`src/rtl/reg_file_mp.sv`:
```
// Register file with one synchronous write port, NUM_RD asynchronous read ports and a
// post-reset clear sweep. Define REG_FILE_MP_BYPASS_EN for write-through read forwarding.
module reg_file_mp #(
    parameter int                    ADDR_WIDTH  = 7,
    parameter int                    DATA_WIDTH  = 8,
    parameter int                    NUM_RD      = 2,
    parameter logic [DATA_WIDTH-1:0] CLEAR_VALUE = '0
) (
    input  logic                           clk,
    input  logic                           reset,
    input  logic                           we,
    input  logic [ADDR_WIDTH-1:0]          address_w,
    input  logic [DATA_WIDTH-1:0]          data_w,
    input  logic [NUM_RD*ADDR_WIDTH-1:0]   address_r,
    output logic [NUM_RD*DATA_WIDTH-1:0]   data_r,
    output logic                           busy,
    output logic                           wr_drop
);

    localparam int DEPTH = 2**ADDR_WIDTH;
    localparam logic [ADDR_WIDTH-1:0] PTR_ONE  = ADDR_WIDTH'(1);
    localparam logic [ADDR_WIDTH-1:0] PTR_LAST = ADDR_WIDTH'(DEPTH-1);

    typedef enum logic {ST_CLEAR, ST_READY} state_t;

    state_t                  state_q, state_d;
    logic [ADDR_WIDTH-1:0]   clr_ptr_q, clr_ptr_d;
    logic                    wr_drop_q, wr_drop_d;

    logic                    mem_we;
    logic [ADDR_WIDTH-1:0]   mem_waddr;
    logic [DATA_WIDTH-1:0]   mem_wdata;

    logic [DATA_WIDTH-1:0]   mem [DEPTH];

    always_ff @(posedge clk) begin
        if (reset) begin
            state_q   <= ST_CLEAR;
            clr_ptr_q <= '0;
            wr_drop_q <= 1'b0;
        end else begin
            state_q   <= state_d;
            clr_ptr_q <= clr_ptr_d;
            wr_drop_q <= wr_drop_d;
        end
    end

    always_comb begin
        state_d   = state_q;
        clr_ptr_d = clr_ptr_q;
        wr_drop_d = wr_drop_q;
        if (state_q == ST_CLEAR) begin
            clr_ptr_d = clr_ptr_q + PTR_ONE;
            if (clr_ptr_q == PTR_LAST) begin
                state_d = ST_READY;
            end
            if (we) begin
                wr_drop_d = 1'b1;
            end
        end
    end

    // The sweep owns the write port while clearing; host writes only reach memory in READY.
    always_comb begin
        busy      = (state_q == ST_CLEAR);
        mem_we    = 1'b0;
        mem_waddr = address_w;
        mem_wdata = data_w;
        if (state_q == ST_CLEAR) begin
            mem_we    = 1'b1;
            mem_waddr = clr_ptr_q;
            mem_wdata = CLEAR_VALUE;
        end else if (we) begin
            mem_we    = 1'b1;
        end
    end

    assign wr_drop = wr_drop_q;

    always_ff @(posedge clk) begin
        if (!reset && mem_we) begin
            mem[mem_waddr] <= mem_wdata;
        end
    end

    generate
        for (genvar gi = 0; gi < NUM_RD; gi++) begin : g_rd
            logic [ADDR_WIDTH-1:0] rd_addr;
            logic [DATA_WIDTH-1:0] rd_word;

            assign rd_addr = address_r[gi*ADDR_WIDTH +: ADDR_WIDTH];

            // Masking during the sweep hides partially cleared contents.
            always_comb begin
                rd_word = mem[rd_addr];
                if (state_q == ST_CLEAR) begin
                    rd_word = CLEAR_VALUE;
                end
`ifdef REG_FILE_MP_BYPASS_EN
                else if (we && (rd_addr == address_w)) begin
                    rd_word = data_w;
                end
`endif
            end

            assign data_r[gi*DATA_WIDTH +: DATA_WIDTH] = rd_word;
        end
    endgenerate

endmodule

```
`config.mk`:
```
export PLATFORM = sky130hd
export DESIGN_NAME = reg_file_mp
export DESIGN_NICKNAME = d
export VERILOG_FILES = /design/src/rtl/reg_file_mp.sv
export SDC_FILE = /design/constraint.sdc
export NUM_CORES = 1
export LEC_CHECK = 0
export CAP_MARGIN = 20
export CORE_ASPECT_RATIO = 0.6
export CORE_MARGIN = 4
export CORE_UTILIZATION = 25
export CTS_BUF_LIST = sky130_fd_sc_hd__clkbuf_2 sky130_fd_sc_hd__clkbuf_4 sky130_fd_sc_hd__clkbuf_8
export CTS_CLUSTER_SIZE = 16
export DETAILED_ROUTE_END_ITERATION = 8
export PLACE_DENSITY_LB_ADDON = 0.05
export SLEW_MARGIN = 25
export SYNTH_ARGS = -nofsm -noshare
export SYNTH_HDL_FRONTEND = slang
export SYNTH_SLANG_ARGS = --single-unit
```
`constraint.sdc`:
```
create_clock -name clk -period 3.55 [get_ports clk]
set_input_delay 0.8875 -clock clk [delete_from_list [all_inputs] [get_ports clk]]
set_output_delay 0.8875 -clock clk [all_outputs]
set_load 0.02 [all_outputs]
```
; Word-level counts from Yosys, hierarchy flattened
; Memories as Yosys holds them, arrays and structs flattened.
; Index checks and enable logic that the tools add are counted.
[word_totals]
register_bits = 9
mem_count = 1
elab_cells = 20
inputBits = 32
ramBits = 1024
[op_classes]
eq_ne = 1
add_sub_neg = 1
n_mux = 10
reduce_logical = 3
bitwise = 1
[mem_list]
columns = memory, depth, word_bits, rd, rd_clocked_by_memory_dff, wr, line
row1 = mem, 128, 8, 2, 0, 1, 34  ; logic [DATA_WIDTH-1:0] mem [DEPTH];
[op_table]
columns = cell, n
row1 = 2-to-1 mux 8 bit, 3
row2 = adder 7 x 1 -> 7 bit (second input constant), 1
row3 = == test 7 bit (second input constant), 1
row4 = 2-to-1 mux 7 bit, 1
row5 = 2-to-1 mux 1 bit, 6
row6 = AND reduction 2 bit, 1
row7 = logical AND 1 bit, 1
row8 = zero test 1 bit, 1
row9 = inverter 1 bit, 1

; Depth between registers and ports, before layout
[depth]
ltp_word = 5
depth_mapped = 10
mapped_depth_nobuf = 6

; Worst setup path before layout
; Ideal clock, no wire load.
[synth_timing]
path_type = input port to output port
start = input port address_r[7]
end = output port data_r[12]
arrival_ns = 2.722
path_stages = 8
path_slack_ns = -0.060
required_time_ns = 2.663
cell_sequence = buf_2 buf_2 buf_2 mux4_2 a32oi_1 o211ai_1 nor4_1 a21oi_1
[synth_via]
elab_chain_len = 2
[synth_lines]
columns = element, line
row1 = start: declaration, 14  ; input logic [NUM_RD*ADDR_WIDTH-1:0] address_r,
row2 = memory read (128 x 8 bit), n/a
row3 = 2-to-1 mux 8 bit, 96  ; if (state_q == ST_CLEAR) begin
row4 = end: declaration, 15  ; output logic [NUM_RD*DATA_WIDTH-1:0] data_r,
; Every way passes these cells.

; Final worst setup path
[layout_timing]
start = input port address_r[7]
end = output port data_r[15]
; Same word-level chain as after synthesis.

==> flow_metrics.env <==
export IMPL_synthCells=2622
export IMPL_async_flop_share=0
export IMPL_synth_edf_count=1024
export IMPL_fmax_ghz=0.232
export IMPL_slew_violations=0
export IMPL_cts_sinks=1033
export IMPL_yosysTopAreaCell="edfxtp_1"
export IMPL_die_y_um=349
export IMPL_finalCritPeriodShare=1.22
export IMPL_routedWlPerCell_um=35.7
export IMPL_nets=3437
export IMPL_min_period_ps=4310
export IMPL_crit_arrival_ps=3430
export IMPL_die_w_um=577
export IMPL_switching_share=0.249
export IMPL_slew_headroom=0.334
export IMPL_synth_cell_type_count=54
export IMPL_synthFlopType="edfxtp_1"
export IMPL_grt_pass1_vias=31800
export IMPL_ant_nets=0
export IMPL_io_buffers=49
export IMPL_track_usage=0.212
export IMPL_num_io_pins=50
export IMPL_p_per_area_nw_per_um2=420
export IMPL_irDropWorstVdd_uv=235
export IMPL_final_cells=6114
export IMPL_critPathSlowestCell="mux4_2"
export IMPL_finalHoldViolCount=0
export IMPL_cp_top_family="multiplexers"
export IMPL_fin_skew_ps=30.8
export IMPL_grt_overflow=0
export IMPL_critPathMaxStageDelay_ps=640
export IMPL_dieArea_um2=201000
export IMPL_clock_root_buffer="clkbuf_8"
export IMPL_crit_chain="buf_16 -> buf_16 -> buf_8 -> buf_12 -> buf_12 -> buf_6 -> mux4_2 -> mux4_2 -> o211ai_1 -> nand3_4 -> buf_6"
export IMPL_syn_to_final_growth_pct=31.7
export IMPL_final_setup_worst_slack_ps=-765
export IMPL_place_ws_ps=-1640
export IMPL_rsz0062_at_grt="true"
export IMPL_initial_utilization=0.253
export IMPL_syn_area_per_cell_um2=18.5
export IMPL_yosysWarnings=0
export IMPL_drt_total_wl_um=218000
export IMPL_tightest_slew_ps=995
export IMPL_p_comb_frac=0.105
export IMPL_cp_start_kind="primary input"
export IMPL_seqPwrFrac=0.493
export IMPL_path_clk_slew_ps=60
export IMPL_placed_cells=5676
export IMPL_intPower_w=0.0201
export IMPL_yosysTopAreaCellShare=0.634
export IMPL_core_area_um2=192000
export IMPL_antenna_found_initial=21
export IMPL_cts_tree="yes"
export IMPL_fin_tns_setup_ps=-9750
export IMPL_violations="negative setup slack"
export IMPL_status="finished, violations left"
export IMPL_leakage_nw=22.1
export IMPL_row_count=124
export IMPL_drive_gt1_frac=0.494
export IMPL_htree_num_levels=4
export IMPL_end_kind="primary output"
export IMPL_cap_violations=0
export IMPL_drtIter0Drc=3870
export IMPL_setup_violations_final=16
export IMPL_crit_buf_inv=7
export IMPL_syn_nets=2655
export IMPL_gp_congestion=0.916
export IMPL_clockBufferDepth=4
export IMPL_synth_area_um2=48500
export IMPL_required_ps=2660
export IMPL_route_detailed_drc=0
export IMPL_cts_buffers=180
export IMPL_grt_max_degree=129
export IMPL_layout_common_cells="edfxtp_1, buf_4, mux4_2"
export IMPL_place_area_um2=56900
export IMPL_drt_pass1_iter_count=5
export IMPL_clock_latency_ps=890
export IMPL_critPathKind="primary input to primary output"
export IMPL_power_share_clock=0.402
export IMPL_viasPerCell=5.25
export IMPL_worstPathMaxFanout=8
export IMPL_yosysSeqAreaShare=0.638
export IMPL_dp_hpwl_um=158000
export IMPL_p_sw_w=0.00669
export IMPL_vias=32100
export IMPL_hp_class="register to register"
export IMPL_yosys_top_cells_area="edfxtp_1, mux4_2, mux2i_1, a22oi_1, nor2_1"
export IMPL_grt_pass1_wl_um=289000
export IMPL_synth_seq_cells=1033
export IMPL_final_cell_area_um2=63900
export IMPL_holdBufCountCts=0
export IMPL_layout_commonest_cell="edfxtp_1"
-- cell usage after synthesis, drive strengths merged (2+ instances only) --
master,count
o221ai,6
o22ai,12
and3,11
nand2,51
nor3,7
nand3,112
xor2,2
a32oi,25
buf,124
a22oi,126
a41oi,6
xnor2,3
a32o,2
a22o,5
nor2b,18
o32ai,2
o32a,2
inv,6
a221oi,6
dfxtp,9
mux4,466
a21oi,37
nand3b,2
clkbuf,84
nand2b,6
nor4,3
nor2,155
o21ai,25
a211oi,6
mux2,2
and2,23
o211ai,15
nand4,22
o41ai,2
mux2i,179
a31oi,11
or3,4
o31ai,8
and3b,3
nor3b,4
edfxtp,1024
-- final timing paths --
path | startpoint | endpoint | slack (ps) | cells past startpoint
worst max-delay path | address_r[7] | data_r[15] | -760 | 11
worst min-delay path | wr_drop$_SDFFE_PP0P_ | wr_drop$_SDFFE_PP0P_ | 530 | 2
worst max register to register | state_q$_SDFF_PP0_ | mem[69][7]$_DFFE_PP_ | 540 | 6
worst min register to register | wr_drop$_SDFFE_PP0P_ | wr_drop$_SDFFE_PP0P_ | 530 | 2
-- cell type report --
| type | instances | area, µm² |
|---|---|---|
| multi-input combinational | 1375 | 17900 |
| clock buffer | 237 | 2920 |
| antenna | 4 | 10.0 |
| timing repair buffer | 808 | 8380 |
| fill | 18400 | 128000 |
| clock inverter | 68 | 407 |
| sequential | 1033 | 30900 |
| tap | 2583 | 3230 |
| inverter | 6 | 26.3 |
-- registers in the layout, summed over array words and instances, names as in the netlist --
name	flops
mem	1024
clr_ptr_q	7
wr_drop	1
state_q	1
-- worst min-delay path: stages (launching register included) --
cell	delay (ps)
dfxtp_1	350
a21oi_1	50
nor2_1	90
-- power groups by stage --
stage / logic [W] / clock network [W] / registers (W)
finish: 0.00280 / 0.0108 / 0.0132
detailed placement: 0.00236 / 0 / 0.0135
global route: 0.00290 / 0.0117 / 0.0132
CTS: 0.00269 / 0.0112 / 0.0132
global placement: 0.00237 / 0 / 0.0135
floorplan: 0.00114 / 0 / 0.0135
-- routing by layer --
layer / up-vias / GRT usage / routed length (µm)
met5: - / 0 / 13
met4: 2 / 0.0392 / 4020
met3: 238 / 0.0563 / 20100
met1: 17600 / 0.344 / 109000
met2: 1456 / 0.279 / 85000
li1: 12800 / - / -
-- kinds of logic (layout without fill, tap and decap cells) --
group | Yosys count | count (layout) | share of synthesized area
and+or+nand+nor | 425 | 425 | 0.0418
adders and majority gates | 1 | 1 | 0.000258
xor gates and xnor gates | 5 | 5 | 0.000903
buffers and inverters | 214 | 1119 | 0.0217
other | 0 | 4 | 0
AOI/OAI and AO/OA | 297 | 297 | 0.0438
muxes | 647 | 647 | 0.254
DFF | 1033 | 1033 | 0.638
-- through the flow --
step	power (W)	utilization	hold WS (ps)
after floorplan	0.0146	-	500
after global placement	0.0159	0.297	473
after detailed placement	0.0158	0.297	504
after CTS	0.0271	0.328	535
after global routing	0.0279	0.333	552
final	0.0268	0.333	529
-- repair_timing --
item / CTS / global route
cloned: 12 / 4
setup buffers: 69 / 55
resized for setup: 371 / 105
endpoints found under the setup margin: 17 / 16
pin swaps: 98 / 62
(Power assumes the default switching activity.)
